<file path="src/rtl/vga_sync_gen_pkg.sv">
// Shared VGA timing defaults and helpers for the sync generator, renderer and game logic.
package vga_sync_gen_pkg;

  // 640x480@60Hz defaults (pixel units horizontally, line units vertically)
  localparam int unsigned H_DISPLAY_DEF = 640;
  localparam int unsigned H_FRONT_DEF   = 16;
  localparam int unsigned H_SYNC_DEF    = 96;
  localparam int unsigned H_BACK_DEF    = 48;
  localparam int unsigned V_DISPLAY_DEF = 480;
  localparam int unsigned V_FRONT_DEF   = 10;
  localparam int unsigned V_SYNC_DEF    = 2;
  localparam int unsigned V_BACK_DEF    = 33;

  // Derived defaults
  localparam int unsigned H_TOTAL_DEF  = H_DISPLAY_DEF + H_FRONT_DEF + H_SYNC_DEF + H_BACK_DEF;
  localparam int unsigned V_TOTAL_DEF  = V_DISPLAY_DEF + V_FRONT_DEF + V_SYNC_DEF + V_BACK_DEF;
  localparam int unsigned HS_START_DEF = H_DISPLAY_DEF + H_FRONT_DEF;
  localparam int unsigned HS_END_DEF   = HS_START_DEF + H_SYNC_DEF;
  localparam int unsigned VS_START_DEF = V_DISPLAY_DEF + V_FRONT_DEF;
  localparam int unsigned VS_END_DEF   = VS_START_DEF + V_SYNC_DEF;

  // Coordinates are 10-bit unsigned; both totals must fit in 1024.
  localparam int unsigned CNT_W = 10;
  typedef logic [CNT_W-1:0] coord_t;

  // Half-open window test lo <= v < hi, used for the sync pulses.
  function automatic logic in_window(input coord_t v, input coord_t lo, input coord_t hi);
    return (v >= lo) && (v < hi);
  endfunction

endpackage

</file>
<file path="src/rtl/vga_sync_gen_mod_counter.sv">
// Modulo counter: counts 0..MAX on enabled cycles and wraps by compare, not overflow.
module mod_counter #(
  parameter int unsigned MAX = 799
) (
  input  logic       clk,
  input  logic       reset,
  input  logic       en,
  output logic [9:0] count,
  output logic       wrap
);

  localparam logic [9:0] MAX_C = 10'(MAX);

  logic [9:0] count_q, count_d;

  assign count = count_q;
  assign wrap  = en && (count_q == MAX_C);

  // Next count: hold, increment, or return to zero at MAX
  always_comb begin
    count_d = count_q;
    if (en) count_d = wrap ? '0 : count_q + 10'd1;
  end

  // Count register with synchronous reset
  always_ff @(posedge clk) begin
    if (reset) count_q <= '0;
    else       count_q <= count_d;
  end

endmodule

</file>
<file path="src/rtl/vga_sync_gen.sv">
// VGA timing generator: pixel enable, coordinates, syncs, visible flag and frame pulse.
module vga_sync_gen
  import vga_sync_gen_pkg::*;
#(
  parameter int unsigned H_DISPLAY = H_DISPLAY_DEF,
  parameter int unsigned H_FRONT   = H_FRONT_DEF,
  parameter int unsigned H_SYNC    = H_SYNC_DEF,
  parameter int unsigned H_BACK    = H_BACK_DEF,
  parameter int unsigned V_DISPLAY = V_DISPLAY_DEF,
  parameter int unsigned V_FRONT   = V_FRONT_DEF,
  parameter int unsigned V_SYNC    = V_SYNC_DEF,
  parameter int unsigned V_BACK    = V_BACK_DEF
) (
  input  logic       clk50mhz,
  input  logic       reset,
  output logic       pixel_tick,
  output logic [9:0] pixel_x,
  output logic [9:0] pixel_y,
  output logic       video_on,
  output logic       hsync,
  output logic       vsync,
  output logic       frame_tick
);

  localparam int unsigned H_TOTAL = H_DISPLAY + H_FRONT + H_SYNC + H_BACK;
  localparam int unsigned V_TOTAL = V_DISPLAY + V_FRONT + V_SYNC + V_BACK;

  localparam coord_t H_VIS    = coord_t'(H_DISPLAY);
  localparam coord_t V_VIS    = coord_t'(V_DISPLAY);
  localparam coord_t HS_START = coord_t'(H_DISPLAY + H_FRONT);
  localparam coord_t HS_END   = coord_t'(H_DISPLAY + H_FRONT + H_SYNC);
  localparam coord_t VS_START = coord_t'(V_DISPLAY + V_FRONT);
  localparam coord_t VS_END   = coord_t'(V_DISPLAY + V_FRONT + V_SYNC);

  logic   tick_q;
  coord_t h_cnt, v_cnt;
  logic   h_wrap, v_wrap;
  coord_t h_nxt, v_nxt;
  logic   hsync_q, hsync_d;
  logic   vsync_q, vsync_d;
  logic   video_on_q, video_on_d;
  logic   frame_tick_q, frame_tick_d;

  // Column counter advances once per pixel (every other clk)
  mod_counter #(.MAX(H_TOTAL - 1)) u_h (
    .clk   (clk50mhz),
    .reset (reset),
    .en    (tick_q),
    .count (h_cnt),
    .wrap  (h_wrap)
  );

  // Line counter advances on the column wrap edge
  mod_counter #(.MAX(V_TOTAL - 1)) u_v (
    .clk   (clk50mhz),
    .reset (reset),
    .en    (h_wrap),
    .count (v_cnt),
    .wrap  (v_wrap)
  );

  // Predict the counter values after this edge so the registered flags line up with them
  always_comb begin
    h_nxt = h_cnt;
    v_nxt = v_cnt;
    if (tick_q) h_nxt = h_wrap ? '0 : h_cnt + 10'd1;
    if (h_wrap) v_nxt = v_wrap ? '0 : v_cnt + 10'd1;
    hsync_d      = ~in_window(h_nxt, HS_START, HS_END);
    vsync_d      = ~in_window(v_nxt, VS_START, VS_END);
    video_on_d   = (h_nxt < H_VIS) && (v_nxt < V_VIS);
    // A line-counter wrap means the next cycle is the first at (0,0) of a new frame
    frame_tick_d = v_wrap;
  end

  // Tick divider and output registers
  always_ff @(posedge clk50mhz) begin
    if (reset) begin
      tick_q       <= 1'b0;
      hsync_q      <= 1'b1;
      vsync_q      <= 1'b1;
      video_on_q   <= 1'b0;
      frame_tick_q <= 1'b0;
    end else begin
      tick_q       <= ~tick_q;
      hsync_q      <= hsync_d;
      vsync_q      <= vsync_d;
      video_on_q   <= video_on_d;
      frame_tick_q <= frame_tick_d;
    end
  end

  assign pixel_tick = tick_q;
  assign pixel_x    = h_cnt;
  assign pixel_y    = v_cnt;
  assign video_on   = video_on_q;
  assign hsync      = hsync_q;
  assign vsync      = vsync_q;
  assign frame_tick = frame_tick_q;

endmodule

</file>
<file path="config.mk">
export PLATFORM = sky130hd
export DESIGN_NAME = vga_sync_gen
export DESIGN_NICKNAME = d
export VERILOG_FILES = /design/src/rtl/vga_sync_gen_pkg.sv /design/src/rtl/vga_sync_gen_mod_counter.sv /design/src/rtl/vga_sync_gen.sv
export SDC_FILE = /design/constraint.sdc
export NUM_CORES = 1
export LEC_CHECK = 0
export ABC_AREA = 0
export BUFFER_PORTS_ARGS = -buffer_cell sky130_fd_sc_hd__buf_4
export CORE_AREA = 4 4 66 68
export DETAILED_ROUTE_END_ITERATION = 6
export DIE_AREA = 0 0 70 72
export PLACE_DENSITY_LB_ADDON = 0.2
export SLEW_MARGIN = 5
export SYNTH_ARGS = -nofsm -noshare
export SYNTH_HDL_FRONTEND = slang
export SYNTH_SLANG_ARGS = --single-unit
export TNS_END_PERCENT = 5
</file>
<file path="constraint.sdc">
create_clock -name clk50mhz -period 4.45 [get_ports clk50mhz]
set_input_delay 0.2225 -clock clk50mhz [delete_from_list [all_inputs] [get_ports clk50mhz]]
set_output_delay 0.2225 -clock clk50mhz [all_outputs]
set_load 0.02 [all_outputs]
</file>
==> flow_metrics.env <==
export IMPL_run_status="finished, final reports clean"
export IMPL_drc_errors=0
export IMPL_ys_seq_area_frac=0.3906
export IMPL_synth_fa_ha_area_frac=0.02930
export IMPL_firstDrtPassIters=4
export IMPL_place_ws_ns=2.499
export IMPL_ys_async_sr_fraction=0
export IMPL_synth_cell_types=37
export IMPL_crit_arrival_ns=2.10
export IMPL_hp_class="in2reg"
export IMPL_met1_usage=0.1437
export IMPL_syn_to_final_growth_pct=21.09
export IMPL_nets=180
export IMPL_synth_fp_nets=154
export IMPL_vias=1103
export IMPL_clock_sinks=25
export IMPL_synth_mux_area_frac=0.03125
export IMPL_synth_xor_area_share=0.09570
export IMPL_synth_compound_area_share=0.07422
export IMPL_powerDensity_nw_per_um2=242.5
export IMPL_fin_crit_sh=0.4412
export IMPL_crit_type="reg2reg"
export IMPL_ys_ff_latch=25
export IMPL_die_h_um=72
export IMPL_path_max_fanout=10
export IMPL_drv_cap=0
export IMPL_dpl_hpwl_um=2129
export IMPL_finalWirelength_um=2783
export IMPL_grt_max_degree=17
export IMPL_met2_usage=0.2078
export IMPL_portBuffers=26
export IMPL_cts_htree_levels=1
export IMPL_placed_area_um2=1506
export IMPL_synth_top_family_by_area="simple AND/OR/NAND/NOR gates"
export IMPL_routedWlPerCell_um=12.42
export IMPL_initialDrtViolationCount=79
export IMPL_yosys_area_top_type="dfxtp_1"
export IMPL_rows=23
export IMPL_cts_buffer_depth=2
export IMPL_io_pins=27
export IMPL_cts_hold_buffers=0
export IMPL_coreArea_um2=3856
export IMPL_rsz0062_at_grt="false"
export IMPL_layout_commonest_cell="buf_4"
export IMPL_max_slew_margin=0.7310
export IMPL_netlist_instances=149
export IMPL_drive_above_1_share=0.2184
export IMPL_synth_avg_cell_area_um2=8.599
export IMPL_dp_cells=220
export IMPL_grt_pass1_vias=1119
export IMPL_cts_setup_buffers=0
export IMPL_setup_slack_ns=2.487
export IMPL_yosys_warnings=0
export IMPL_ctsRootBufferMaster="clkbuf_8"
export IMPL_finalClockSkew_ns=0.004253
export IMPL_period_minus_slack_ns=1.963
export IMPL_viasPerCell=4.924
export IMPL_tightest_slew_ns=0.3999
export IMPL_antenna_found_initial=0
export IMPL_final_cell_mix="buf_4, dfxtp_1, nor2_1"
export IMPL_peakVddDrop_mv=0.1340
export IMPL_gp_congestion=0.7272
export IMPL_track_usage=0.1178
export IMPL_die_area_um2=5040
export IMPL_utilization=0.4023
export IMPL_maxSlewViolCount=0
export IMPL_hold_viol_final=0
export IMPL_clk_pin_slew_ns=0.08
export IMPL_synth_edff_count=0
export IMPL_layout_cells_non_filler=224
export IMPL_hold_slack_ns=0.2445
export IMPL_grt_pass1_wl_um=4926
export IMPL_clock_fmax_mhz=509.4
export IMPL_cts_resized=0
export IMPL_grt_most_used_layer="met2"
export IMPL_drtAntennaViolNets=0
export IMPL_leakagePower_nw=0.5733
export IMPL_final_setup_viol_count=0
export IMPL_use_met3=0.02493
export IMPL_final_fill_count=398
export IMPL_synth_simple_gate_area_share=0.3447
export IMPL_synth_area_um2=1281
export IMPL_globalRoute_totalOverflow=0
export IMPL_synth_top_area_frac=0.3906
export IMPL_initial_core_util=0.3323
export IMPL_diodes=0
export IMPL_cts_tree="yes"
export IMPL_required_ns=4.59
export IMPL_critPathLaunchType="flip-flop"
export IMPL_clock_latency_ns=0.26
export IMPL_fin_area_um2=1551
export IMPL_synth_area_leaders="dfxtp_1, nor2_1, xnor2_1, nand2_1, xor2_1"
export IMPL_multi_input_area_um2=737.0
export IMPL_synthFlopType="dfxtp_1"
export IMPL_setup_tns_ns=0
export IMPL_regArea_um2=500.5
export IMPL_cts_made_buffers=3
export IMPL_total_power_uw=376.2
export IMPL_cp_end_kind="flip-flop"
export IMPL_die_x_um=70
sequential cells by signal, indices dropped and copies added, names as in the netlist:
register and flops:
u_h.count 10, u_v.count 10, frame_tick 1, hsync 1
pixel_tick 1, video_on 1, vsync 1
per-layer routing:
metal / routed length [um] / part of all wire
met1: 1253 / 0.45
met2: 1403 / 0.50
met3: 108 / 0.039
met4: 17 / 0.0061
met5: 0 / 0
power breakdown:
part           internal [mW]  total (mW)  switching (mW)  leakage (nW)
clock                 0.0638       0.131          0.0670        0.0228
sequential             0.226       0.230         0.00349         0.202
combinational        0.00643      0.0158         0.00935         0.348
worst max-delay path: stages (launching register included):
cell and delay (ns):
dfxtp_1 0.42, ha_1 0.23, and3_1 0.26, nand3_4 0.16
or3_1 0.40, a21oi_1 0.24, nand4_1 0.12
cells in the mapped netlist, types with 2 or more instances:
| library cell | instances |
|---|---|
| a21oi_1 | 7 |
| xnor2_1 | 8 |
| nand2b_1 | 2 |
| nand3b_1 | 2 |
| nor4_1 | 3 |
| nor3_1 | 8 |
| and3_1 | 4 |
| o21ai_0 | 5 |
| nor2_1 | 21 |
| ha_1 | 3 |
| xor2_1 | 6 |
| buf_2 | 2 |
| nand3_1 | 3 |
| inv_1 | 3 |
| or3_1 | 4 |
| nand4_1 | 7 |
| mux2i_1 | 4 |
| nand2_1 | 14 |
| dfxtp_1 | 25 |
worst paths after layout:
path / start / to / slack (ns) / cells after the start
setup reg to reg: u_h.count[0] / vsync / 2.49 / 6
hold / removal: reset / pixel_tick / 0.24 / 2
hold reg to reg: u_h.count[1] / u_h.count[1] / 0.54 / 2
setup / recovery: u_h.count[0] / vsync / 2.49 / 6
cell families after synthesis:
| family | Yosys count |
|---|---|
| buf+inv | 8 |
| xor+xnor | 14 |
| simple gates | 79 |
| flops | 25 |
| compound gates | 16 |
| fa+ha+maj | 3 |
| mux | 4 |
cell type report:
| cell class | count | area share |
|---|---|---|
| multi-input cells | 116 | 0.4750 |
| well taps | 50 | 0.04032 |
| repair buffers | 26 | 0.1258 |
| inverters | 3 | 0.007258 |
| clock buffers | 4 | 0.02903 |
| flip-flops and latches | 25 | 0.3226 |
Power figures use the tool's default switching activity.
